**src/rtl/aes_arb_pkg.sv**
```systemverilog
// Shared types for the AES cipher-text arbiter: FSM state, counter width, 4x4 byte block.
package aes_arb_pkg;
  typedef enum logic {ARB, SEND} aes_arb_state_t;
  localparam int AES_ARB_CNT_W = 16;
  typedef logic [3:0][3:0][7:0] aes_block_t;
endpackage

```
**src/rtl/aes_rr_picker.sv**
```systemverilog
// Combinational round-robin picker: first vld above last_grant, wrapping modulo N.
// No latency, no state; the caller decides when the pick is used.
module aes_rr_picker #(
  parameter int N  = 4,
  parameter int IW = 2
) (
  input  logic [N-1:0]  vld,
  input  logic [IW-1:0] last_grant,
  output logic [N-1:0]  grant,
  output logic [IW-1:0] grant_idx
);
  logic [N-1:0]   mask;
  logic [2*N-1:0] dbl;
  int             sel;

  // Lower half holds requesters above last_grant, upper half the wrapped set;
  // the lowest set bit of the doubled vector is the round-robin winner.
  always_comb begin
    for (int i = 0; i < N; i++) mask[i] = (i > int'(last_grant));
    dbl = {vld, vld & mask};
    sel = 0;
    for (int i = 2*N-1; i >= 0; i--) begin
      if (dbl[i]) sel = i;
    end
    grant_idx = IW'(sel % N);
    for (int i = 0; i < N; i++) grant[i] = (|vld) && ((sel % N) == i);
  end
endmodule

```
**src/rtl/aes_cipher_txt_arbiter.sv**
```systemverilog
// Round-robin share of one cipher-text write port among NUM_REQ AES cores; AES_ARB_STATS_EN adds per-core block counters.
// 1-cycle accept-to-present; cipher_txt_rdy low holds the block and forces every req_cipher_rdy low.
module aes_cipher_txt_arbiter
  import aes_arb_pkg::*;
#(
  parameter int NUM_REQ   = 4,
  parameter int NO_ROWS   = 4,
  parameter int NO_COLS   = 4,
  parameter int MAX_BURST = 2,
  localparam int IW = (NUM_REQ > 1) ? $clog2(NUM_REQ) : 1
) (
  input  logic                                          aes_clk,
  input  logic                                          resetn,
  input  logic [NUM_REQ-1:0]                            req_cipher_vld,
  output logic [NUM_REQ-1:0]                            req_cipher_rdy,
  input  logic [NUM_REQ-1:0][NO_ROWS-1:0][NO_COLS-1:0][7:0] req_cipher_txt,
  output logic                                          cipher_txt_vld,
  input  logic                                          cipher_txt_rdy,
  output logic [NO_ROWS-1:0][NO_COLS-1:0][7:0]          aes_cipher_txt,
  output logic [IW-1:0]                                 grant_id,
`ifdef AES_ARB_STATS_EN
  input  logic                                          stats_clr,
  output logic [NUM_REQ-1:0][AES_ARB_CNT_W-1:0]         blk_cnt,
`endif
  output logic                                          busy
);
  localparam int BW = 8;

  aes_arb_state_t state;
  logic [IW-1:0]  last_grant;
  logic [BW-1:0]  burst_cnt;
  logic [NUM_REQ-1:0] pick_oh;
  logic [IW-1:0]  pick_idx;
  logic [IW-1:0]  src_idx;
  logic           chain_ok;
  logic           accept;

  aes_rr_picker #(.N(NUM_REQ), .IW(IW)) u_picker (
    .vld        (req_cipher_vld),
    .last_grant (last_grant),
    .grant      (pick_oh),
    .grant_idx  (pick_idx)
  );

  assign chain_ok = cipher_txt_rdy && (burst_cnt < BW'(MAX_BURST));
  assign src_idx  = (state == ARB) ? pick_idx : grant_id;
  assign accept   = |(req_cipher_vld & req_cipher_rdy);

  always_comb begin
    req_cipher_rdy = '0;
    if (resetn) begin
      if (state == ARB) begin
        req_cipher_rdy = pick_oh;
      end else begin
        for (int i = 0; i < NUM_REQ; i++)
          req_cipher_rdy[i] = chain_ok && (grant_id == IW'(i));
      end
    end
  end

  always_ff @(posedge aes_clk or negedge resetn) begin
    if (!resetn) begin
      state          <= ARB;
      cipher_txt_vld <= 1'b0;
      busy           <= 1'b0;
      aes_cipher_txt <= '0;
      grant_id       <= '0;
      last_grant     <= IW'(NUM_REQ-1);
      burst_cnt      <= '0;
    end else begin
      case (state)
        ARB: begin
          if (|req_cipher_vld) begin
            aes_cipher_txt <= req_cipher_txt[src_idx];
            grant_id       <= pick_idx;
            burst_cnt      <= BW'(1);
            cipher_txt_vld <= 1'b1;
            busy           <= 1'b1;
            state          <= SEND;
          end
        end
        SEND: begin
          if (cipher_txt_rdy) begin
            if (accept) begin
              aes_cipher_txt <= req_cipher_txt[src_idx];
              burst_cnt      <= burst_cnt + BW'(1);
            end else begin
              last_grant     <= grant_id;
              cipher_txt_vld <= 1'b0;
              busy           <= 1'b0;
              state          <= ARB;
            end
          end
        end
        default: state <= ARB;
      endcase
    end
  end

`ifdef AES_ARB_STATS_EN
  // Clear has priority over a transfer in the same cycle.
  always_ff @(posedge aes_clk or negedge resetn) begin
    if (!resetn) begin
      blk_cnt <= '0;
    end else if (stats_clr) begin
      blk_cnt <= '0;
    end else if (cipher_txt_vld && cipher_txt_rdy && (blk_cnt[grant_id] != '1)) begin
      blk_cnt[grant_id] <= blk_cnt[grant_id] + AES_ARB_CNT_W'(1);
    end
  end
`endif
endmodule

```
**config.mk**
```make
export PLATFORM = sky130hd
export DESIGN_NAME = aes_cipher_txt_arbiter
export DESIGN_NICKNAME = d
export VERILOG_FILES = /design/src/rtl/aes_arb_pkg.sv /design/src/rtl/aes_rr_picker.sv /design/src/rtl/aes_cipher_txt_arbiter.sv
export SDC_FILE = /design/constraint.sdc
export NUM_CORES = 1
export LEC_CHECK = 0
export BUFFER_PORTS_ARGS = -buffer_cell sky130_fd_sc_hd__buf_2
export CORE_AREA = 2 2 256 258
export CTS_CLUSTER_DIAMETER = 120
export DETAILED_ROUTE_END_ITERATION = 16
export DIE_AREA = 0 0 258 260
export HOLD_SLACK_MARGIN = 0.08
export MAX_ROUTING_LAYER = met4
export SYNTH_ARGS = -nofsm -noshare
export SYNTH_HDL_FRONTEND = slang
export SYNTH_SLANG_ARGS = --single-unit
```
**constraint.sdc**
```tcl
create_clock -name aes_clk -period 3.8 [get_ports aes_clk]
set_input_delay 0.38 -clock aes_clk [delete_from_list [all_inputs] [get_ports aes_clk]]
set_output_delay 0.38 -clock aes_clk [all_outputs]
set_load 0.1 [all_outputs]
```
### Word level (Yosys, flattened, before mapping)

Index checks and enable logic that the tools add are counted.

* register bits after elaboration: 142
* input port bits: 519
* output and inout bits: 136
* word-level logic and storage cells: 89

* add/subtract/negate cells: 1
* order comparisons: 5
* eq/ne operators: 10
* muxes and demuxes: 29
* bitwise operators: 5
* reduce and logical (&&, ||, !) cells: 18

Operators by type and width (count)
* $mux 128: 4
* $bmux 128 s2: 1
* $pmux 128 s2: 1
* $logic_not 32->1: 1
* $mux 8: 3
* $mux 2: 9
* $pmux 8 s2: 1
* $logic_and 1x1->1: 9
* $reduce_and 3->1: 3
* $add 8x1->8 const B: 1
* $and 4x4->4: 2
* $lt 8x2->1 const B: 1
* $mux 4: 2
* $reduce_or 4->1: 2
* $eq 3x3->1 const B: 2
* $mux 1: 6
* $eq 2x2->1 const B: 2
* $gt 2x2->1 const A: 2
* $ne 2x1->1 const B: 2
* $ne 2x2->1 const B: 2
* $pmux 1 s2: 2
* $eq 3x2->1 const B: 1
* $lt 2x3->1 const B: 1
* $eq 2x1->1 const B: 1
* 6 further kinds: 7

### Logic depth before layout (Yosys ltp)

Gate-level depths: netlist of the first run.

* word-level depth: 19
* depth in mapped cells: 8
* mapped depth without buffers: 5

### Cells and area by module

Synthesis of the first run repeated with hierarchy kept, for this count alone.

* cells, all modules: 533
* area total of the unflattened synthesis: 8822.2 um^2

By module, submodules not included
* aes_cipher_txt_arbiter: instances 1, cells an instance 508, area an instance 8665.8 um^2, seq. area each 3555.9 um^2
* aes_rr_picker: instances 1, cells an instance 25, area an instance 156.4 um^2, seq. area each 0.0 um^2

### Worst setup path after synthesis of the first run

OpenSTA, ideal clock, no wires.

* kind: register to output
* start point: register grant_id[1]
* end point: output req_cipher_rdy[3]
* arrival time: 2614 ps
* data required time: 3420 ps
* path slack: 806 ps
* stages on the path, launching flop included: 4
* path buffers: 1
* path through: dfrtp_1 buf_6 a32oi_1 nor2b_1

* word-level cells in the longest chain between the ends: 4

RTL lines
* start, declared: line aes_cipher_txt_arbiter.sv:20 `output logic [IW-1:0] grant_id,`
* start signal, assigned: line aes_cipher_txt_arbiter.sv:75 `grant_id <= pick_idx;`
* $eq 2x2->1: line aes_cipher_txt_arbiter.sv:56 `req_cipher_rdy[i] = chain_ok && (grant_id == IW'(i));`
* $logic_and 1x1->1: line aes_cipher_txt_arbiter.sv:56
* $mux 4: line aes_cipher_txt_arbiter.sv:52 `if (state == ARB) begin`
* $mux 4: line aes_cipher_txt_arbiter.sv:51 `if (resetn) begin`
* end, declared: line aes_cipher_txt_arbiter.sv:15 `output logic [NUM_REQ-1:0] req_cipher_rdy,`

Every way passes these cells.

### Final worst setup path of the first run

* start point: register state
* end point: output req_cipher_rdy[0]

* word-level cells in the longest chain between the ends: 2

RTL lines
* start, declared: line aes_cipher_txt_arbiter.sv:29 `aes_arb_state_t state;`
* start signal, assigned: line aes_cipher_txt_arbiter.sv:63 `state <= ARB;`
* start signal, assigned: line aes_cipher_txt_arbiter.sv:79 `state <= SEND;`
* start signal, assigned: line aes_cipher_txt_arbiter.sv:91 `state <= ARB;`
* $mux 4: line aes_cipher_txt_arbiter.sv:52
* $mux 4: line aes_cipher_txt_arbiter.sv:51

Every way passes these cells.

==> results of run 1 <==
[final cells by class]
class                           instances  area (sq um)
Fill cell                            6989         49900
Tap cell                              855          1070
Timing Repair Buffer                  677          3550
Sequential cell                       142          3560
Inverter                                4          15.0
Clock inverter                         15           160
Multi-Input combinational cell        586          5450
Clock buffer                           17           425
Antenna cell                            2          5.00
[how the worst max path moves through the flow]
stage                                     to               from
after floorplan            req_cipher_rdy[3]        grant_id[1]
final                      req_cipher_rdy[0]              state
after global routing       req_cipher_rdy[0]              state
after CTS                  req_cipher_rdy[0]              state
after global placement    aes_cipher_txt[67]  req_cipher_vld[1]
after detailed placement  aes_cipher_txt[67]      last_grant[1]
[cells in the final DEF (no fill, tap or decap), drive strengths merged, types with 2 or more instances in the layout]
cell type  instances
buf              676
mux2i            256
dfrtp            140
nor2             135
a221oi           128
clkbuf            17
and2              10
nand2              9
inv                9
o21ai              8
clkinvlp           4
clkinv             4
nor2b              3
a31oi              3
nor4               3
diode              2
nand3              2
a21oi              2
and3               2
mux2               2
bufinv             2
dfstp              2
or2                2
a21boi             2
[timing repair]
item / in CTS / in global routing
hold buffers: 1 / 0
endpoints found under the hold margin: 29 / 0
buffers inserted: 0 / 0
[cell families after synthesis]
kind of cell	after synthesis
multiplexers	259
adder cells (fa/ha/maj)	1
AO/OA/AOI/OAI	154
flip-flops	142
buffers and inverters	79
AND/OR/NAND/NOR	172
[state kept, by name, summed over array words and instances, names as in the netlist]
signal and flops:
last_grant 2, state 1, burst_cnt 8, grant_id 2, busy 1, aes_cipher_txt 128
[power by group]
group	internal, mW	switching, mW	total (mW)	leakage [nW]
registers	2.22	0.466	2.68	1.57
clock network	0.975	0.777	1.75	0.278
logic	2.45	7.63	10.1	4.85
[per-stage QoR]
| stage | instances | hold slack [ps] | power [mW] |
|---|---|---|---|
| global placement | 2263 | 319 | 12.8 |
| finish | 2298 | 267 | 14.5 |
| global route | 2298 | 228 | 15.2 |
| detailed placement | 2263 | 320 | 12.8 |
| floorplan | 807 | 84.4 | 11.0 |
| CTS | 2296 | 203 | 14.7 |
[worst min-delay path: stages]
cell      delay (ps)
buf_2             90
mux2i_1          120
a221oi_1          90
[metal layers]
metal | global-route usage | wire length [microns] | vias to the layer above
met2 | 0.170 | 17300 | 437
met5 | - | 0 | -
li1 | - | - | 4349
met4 | 0.0491 | 1100 | 0
met3 | 0.0246 | 2330 | 43
met1 | 0.124 | 15300 | 4185
==> results.md, run 1 <==
* Largest stage delay, worst path at about 560 ps
* Syn avg cell area at 11.9 sq um
* Area of the die at 67100 sq um
* Detail Placement HPWL at 28600 microns
* Most common flop cell mapped by yosys: dfrtp_1
* Fin. max-slew vios at 0
* Clk_lat worst skew at about 460 ps
* Die X at 258 microns
* Final period demand of the worst path at 2950 ps
* Synthesis-to-layout area growth at 48.9%
* DR vias at between 9000 and 10000
* Buf/Inv on CP at 1
* Fin util at 0.222
* Num ports at 655
* Reg2Reg Launch Point: last_grant[1]
* Worst Setup Start Kind: register
* Drt wl/cell at 15.7 microns
* Max_cap viols at 0
* Row Count at 93
* Antenna violations before repair at 3
* Placed cell area at approximately 14000 sq um
* Total core area at roughly 64000 sq um
* Post-Route Setup TNS at 0 ps
* Hold depth at 3
* Adder-Cell Fraction of Synth Area at 0.00131
* Final worst setup slack at ~850 ps
* Critical-path cell list: and2_0, and3_1, nor3b_1, a31oi_1, nor2b_1, buf_2
* Max Fclk at 0.339 GHz
* Via count of the first global-routing pass at 9098
* Setup violations, final at 0
* Hold path endpoint: aes_cipher_txt[96]
* RePlAce Congestion at 0.841
* Min-Delay Path Class: input pin to register
* Post-CTS sizing at 0
* R2R setup slack at 1080 ps
* WS Path Type: register to output pin
* Post-synth EDFFs at 0
* Starting Density at 0.149
* Synth Area in XOR/XNOR at 0
* CTS tree: done
* Dominant cell type by area after synthesis: dfrtp_1
* Setup Skew at around 13 ps
* Slew @ Worst Pin at roughly 840 ps
* Hold Vio Cnt, Final at 0
* Yosys warns at 0
* Slowest cell on crit path: dfrtp_1
* CP Max Fanout at 10
* CP top delay family: simple AND/OR/NAND/NOR gates
* Post-synth top cells: mux2i_1, dfrtp_1, nor2_1
* Post-route ant nets at 0
* Hold path start: req_cipher_txt[96]
* All-Layer GR Usage at 0.105
* Sink Count at 142
* Net count after synthesis at 1327
* Worst relative slew slack at 0.442
* DR DRC count at 0
* Mux cell area share after synthesis at 0.273
* Largest family of logic cells by synthesized area: multiplexers
* CTS Buf Count at 17
* Max rail drop VDD at between 0.0005 and 0.0006 V
* Cells after Synth at 807
* First-pass GRT wire length at 52600 microns
* Count leader, synth: mux2i_1
* Critical path endpoint category: output pin
* Power per cell area at 1020 nW/um^2
* Initial DRC count at between 400 and 500
* Wirelength, routed at 36000 microns
* RSZ-0062 raised after global routing: no
* # nets final at just under 2000
* Synth Area in Simple Gates at 0.0769
* Compound-Gate Fraction of Synth Area at 0.217
* Clk buf depth at 2
* Library cells used by synthesis at 49
* Design Area, Final at 14200 sq um
* Layout cells sized above 1 at 0.585
* Lkg Pwr at roughly 6.7 nW
* CTS H-Tree Depth at 4
* Detailed Routing Iterations Pass 1 at 4
* Number of cells on the critical path at 6
* Gr ovfl total at 0
* Reg2reg path depth at 7
* Mapped Area at approximately 9600 sq um
* Status: complete, no violations
* Vias per Instance at slightly below 4
* Req. time, crit path at approximately 3400 ps
* Reg2Reg Capture Point: aes_cipher_txt[67]
* Area contributors post-synth: dfrtp_1, mux2i_1, a221oi_2, nor2_1, buf_6
* Sequential fraction of the synthesis area at 0.372
* Async SR Flop Fraction at 1.00
* Top-area cell type share of the netlist area at 0.366
* Worst EP arrival at 2570 ps
* Final critical-path share of the clock period at 0.776
* Worst slack at placement at 1150 ps
* Die span in y at 260 microns
* CTS Root Buffer Type: clkbuf_16
* # port buffers at between 600 and 700
* Largest net degree at the start of global routing at 79
* Clock transition at the registers of the reported paths at around 70 ps
* Yosys reg bits at about 140
No activity file was read; power rests on OpenSTA's default activity.
==> run 2, diff against run 1 <==
- CORE_AREA: 2 2 256 258 -> 2 2 257 259
- DIE_AREA: 0 0 258 260 -> 0 0 259 261
- clock period: 3.8 -> 2.85 ns (I/O delays scaled with it)
==> run 2 against run 1 <==
Against the previous run: sequential share of layout area fell by 0.43 points; first-iteration DRC count up 1.5%; global-route usage fell by 0.18 points; critical path depth did not move; critical endpoint is now req_cipher_rdy[3]; hold slack worse by 99 ps; worst setup slack worse by 660 ps; utilization is 0.069 points higher; sequential power rose by 31%; largest cell class unchanged; clock power increased by 30%; clock-buffer cell count increased by 9; largest power group unchanged.
==> results.md, run 2 (synthesized netlist as in run 1, its figures left out) <==
* Worst EP arrival at 2370 ps
* Non-filler cells, final at between 2000 and 2500
* Min-Delay Path Class: input pin to register
* Layout cells sized above 1 at 0.590
* Reg2reg path depth at 6
* Area of the die at 67600 sq um
* Worst slack at placement at 287 ps
* Fin. max-slew vios at 0
* WL met2 at 18300 microns
* RePlAce Congestion at 0.844
* Max_cap viols at 0
* Status: complete, no violations
* Placed cell count at 2298
* Setup Skew at 12.8 ps
* Clock transition at the registers of the reported paths at 60 ps
* Final critical-path share of the clock period at 0.932
* Starting Density at 0.147
* Commonest non-fill, non-tap cells in the layout: buf_2, mux2i_1, dfrtp_1
* Max Fclk at 0.376 GHz
* Most common cell after layout, fill and taps aside: buf_2
* DR vias at 9055
* Max rail drop VDD at approximately 0.00078 V
* DR top layer: met4
* Detailed Routing Iterations Pass 1 at 4
* Met3 routed WL at ~2500 microns
* Via count of the first global-routing pass at 8862
* Regs by FF count: aes_cipher_txt (128), burst_cnt (8)
* Post-CTS Setup Inserts at 0
* Detail Placement HPWL at 28100 microns
* CTS Root Buffer Type: clkbuf_16
* RSZ-0062 raised after global routing: no
* CP Max Fanout at 5
* Die X at 259 microns
* Final period demand of the worst path at 2660 ps
* Vias per Instance at 3.88
* Power per cell area at 1350 nW/um^2
* Largest net degree at the start of global routing at 129
* Worst Setup Start Kind: register
* Num ports at between 600 and 700
* Design Area, Final at 14500 sq um
* Minimum hold slack at 168 ps
* Row Count at 94
* Post-route ant nets at 0
* Hold Vio Cnt, Final at 0
* CTS tree: done
* Critical path endpoint category: output pin
* Post-Route Setup TNS at 0 ps
* Drt wl/cell at 15.3 microns
* Clk_lat worst skew at 470 ps
* Final worst setup slack at approximately 190 ps
* First-pass GRT wire length at slightly above 50000 microns
* Hold depth at 3
* Synthesis-to-layout area growth at 51.5%
* # port buffers at 654
* Req. time, crit path at 2570 ps
* Setup violations, final at 0
* Antenna Cells at 0
* Clk buf depth at 2
* Wirelength, routed at 35700 microns
* Antenna violations before repair at 0
* # nets final at 1974
* Total core area at 65000 sq um
* DR DRC count at 0
* Worst relative slew slack at 0.512
* Placed cell area at 13900 sq um
* Die span in y at about 260 microns
* Lkg Pwr at 6.84 nW
* Gr ovfl total at 0
* Initial DRC count at 472
* Slew @ Worst Pin at 732 ps
* CTS H-Tree Depth at 4
* Power after layout at 19.6 mW
* Largest register by flop count: aes_cipher_txt
* Fin util at 0.223
* M1 wire length at roughly 14000 microns
* CTS Buf Count at 17
* Sink Count at 142
* WS Path Type: register to output pin
* Largest register FFs at between 100 and 150
* All-Layer GR Usage at 0.104
## run 2: changes by cell type in the layout (fill, tap and decap cells not counted), sizes merged
| cell | before | now |
|---|---|---|
| buf | 676 | 701 |
| clkbuf | 17 | 27 |
| inv | 9 | 4 |
| clkinv | 4 | 1 |
| diode | 2 | 0 |
| clkinvlp | 4 | 3 |
## run 2: critical path, stage by stage, from the launching register on
cell	delay, ps
dfstp_2	560
and2b_1	230
o311ai_4	370
nor2_1	140
a32oi_1	250
nor2b_2	70
buf_2	290
## run 2: final cells by class
type / count / area, sq um
Clock buffer: 26 / 489
Clock inverter: 6 / 87.6
Fill cell: 7094 / 50600
Inverter: 4 / 15.0
Multi-Input combinational cell: 586 / 5470
Sequential cell: 142 / 3560
Tap cell: 864 / 1080
Timing Repair Buffer: 703 / 3790
## run 2: where the power goes
group	total [mW]	leakage (nW)	switching (mW)	internal [mW]
sequential	3.52	1.57	0.566	2.96
combinational	13.8	4.99	10.3	3.48
clock	2.28	0.271	0.923	1.35
total	19.6	6.84	11.8	7.79
## run 2: timing repair
| item | in CTS | in global routing |
|---|---|---|
| hold buffers | 1 | 0 |
| endpoints found under the hold margin | 42 | 0 |
| setup endpoints to repair | 2 | 1 |
| gates resized for setup | 2 | 1 |
## run 2: layer usage
metal / up-vias / track usage
li1: 4401 / -
met1: 4242 / 0.113
met4: 0 / 0.0390
met3: 36 / 0.0300
met5: - / -
met2: 376 / 0.178
## run 2: final timing paths
path | to | slack (ps) | startpoint
max in group asynchronous | aes_cipher_txt[40] | 1250 | resetn
max reg2reg | aes_cipher_txt[17] | 270 | grant_id[1]
min | aes_cipher_txt[107] | 170 | req_cipher_txt[363]
min in group asynchronous | aes_cipher_txt[98] | 230 | resetn
min reg2reg | burst_cnt[2] | 470 | burst_cnt[2]
max | req_cipher_rdy[3] | 190 | last_grant[0]
==> run 3, diff against run 2 <==
- CELL_PAD_IN_SITES_DETAIL_PLACEMENT: default -> 0
- CELL_PAD_IN_SITES_GLOBAL_PLACEMENT: default -> 1
- CORE_AREA: 2 2 257 259 -> 2 2 254 256
- DIE_AREA: 0 0 259 261 -> 0 0 256 258
- PLACE_DENSITY_LB_ADDON: default -> 0.1
==> run 3 against run 2 <==
Against the previous run: utilization is 0.61 points higher; critical path depth is 1 lower; total power is 3.3% higher; maximum frequency is 2.0% lower; worst setup slack worse by 53 ps; sequential share of layout area is 0.13 points lower; register-to-register slack better by 80 ps; die area is 2.3% lower; clock-buffer cell count is 6 lower; combinational power hardly changed.
==> results.md, run 3 (synthesized netlist as in run 1, its figures left out) <==
* CP Max Fanout at 5
* Multi-input logic area at ~5500 sq um
* Fin util at 0.229
* R2R setup slack at 350 ps
* Vias per Instance at 3.94
* Commonest non-fill, non-tap cells in the layout: buf_2, mux2i_1, dfrtp_1
* Detail Placement HPWL at ~37000 microns
* Die span in y at 258 microns
* Row Count at 93
* Initial DRC count at 292
* Power per cell area at ~1400 nW/um^2
* CTS H-Tree Depth at 4
* Regs by FF count: aes_cipher_txt (128), burst_cnt (8)
* Num ports at 655
* All-Layer GR Usage at 0.138
* Wirelength, routed at 45600 microns
* CTS Buf Count at 17
* Setup violations, final at 0
* Min-Delay Path Class: input pin to register
* Clock transition at the registers of the reported paths at ~70 ps
* Reg2reg path depth at 7
* # nets final at 1967
* Clk_lat worst skew at 480 ps
* Max_cap viols at 0
* Starting Density at 0.150
* Non-filler cells, final at about 2300
* Status: complete, no violations
* Worst Setup Start Kind: register
* Area of the die at 66000 sq um
* Post-Route Setup TNS at 0 ps
* Hold Vio Cnt, Final at 0
* Slew @ Worst Pin at between 600 and 700 ps
* Worst setup path startpoint: last_grant[0]
* Hold path start: req_cipher_txt[225]
* Hold depth at 3
* Via count of the first global-routing pass at 9721
* Largest register FFs at roughly 130
* DR vias at 9108
* Largest register by flop count: aes_cipher_txt
* Antenna violations before repair at 1
* Placed cell area at 13900 sq um
* Detailed Routing Iterations Pass 1 at 6
* Layout cells sized above 1 at 0.591
* RSZ-0062 raised after global routing: no
* # port buffers at ~650
* Reg2Reg Capture Point: aes_cipher_txt[43]
* Setup Skew at 18.7 ps
* Placed cell count at 2282
* Lkg Pwr at 6.87 nW
* WS Path Type: register to output pin
* Minimum hold slack at 156 ps
* RePlAce Congestion at 0.797
* Max rail drop VDD at 0.000520 V
* Critical path endpoint category: output pin
* Gr ovfl total at 0
* Reg area at 3560 sq um
* Design Area, Final at about 15000 sq um
* Sink Count at 142
* DR DRC count at 0
* Final period demand of the worst path at 2710 ps
* Synthesis-to-layout area growth at 52.3%
* Die X at 256 microns
* Most common cell after layout, fill and taps aside: buf_2
* Worst EP arrival at 2430 ps
* Largest net degree at the start of global routing at 65
* Req. time, crit path at 2570 ps
* Clk buf depth at 2
* Max Fclk at 0.369 GHz
* Final critical-path share of the clock period at 0.951
* Worst relative slew slack at 0.537
* Post-route ant nets at 0
* CTS Root Buffer Type: clkbuf_16
* Post-CTS Setup Inserts at 0
* Filler Cells Inserted at 6976
* Reg2Reg Launch Point: grant_id[1]
* Fin. max-slew vios at 0
* Total core area at 63600 sq um
* CTS tree: done
* Worst setup endpoint: req_cipher_rdy[1]
* Drt wl/cell at 19.7 microns
* First-pass GRT wire length at 65300 microns
run 3: where the power goes:
group	total [mW]	leakage, nW	internal, mW	switching, mW
combinational	14.1	4.98	3.47	10.7
clock	2.58	0.316	1.59	0.988
sequential	3.54	1.57	2.95	0.582
run 3: area by class of cell:
cell class	count	share of cell area
inverter	4	0.00103
timing repair buffer	696	0.261
multi-input combinational	586	0.376
antenna	1	0.000172
sequential	142	0.244
clock buffer	20	0.0314
clock inverter	10	0.0128
tap	855	0.0734
run 3: critical path: stages (launching register included):
cell and delay [ps]:
dfstp_2 560, and2b_1 230, o311a_1 340, o32ai_1 370
and2_1 180, buf_4 280
run 3: repair_timing:
action,CTS,global route
gates resized for setup,2,5
hold endpoints to repair,57,0
endpoints found under the setup margin,2,3
hold buffers,1,0
run 3: how the worst min path moves through the flow:
stage                     slack [ps]             endpoint
after floorplan                  -10    aes_cipher_txt[0]
after CTS                         90   aes_cipher_txt[97]
after global routing             140  aes_cipher_txt[103]
after detailed placement         160         burst_cnt[0]
after global placement           160         burst_cnt[0]
final                            160   aes_cipher_txt[97]
run 3: routing by layer:
layer,track usage,vias up,routed length [microns]
met5,-,-,0
met1,0.153,4341,18300
li1,-,4382,-
met3,0.0364,33,2650
met2,0.241,352,23900
met4,0.0455,0,783
run 3: metrics by stage:
step           power, mW  setup slack, ps
6_report            20.3              139
5_1_grt             21.2             28.6
4_1_cts             20.6             26.9
3_5_place_dp        17.9              301
3_3_place_gp        17.9              318
2_1_floorplan       14.7              223
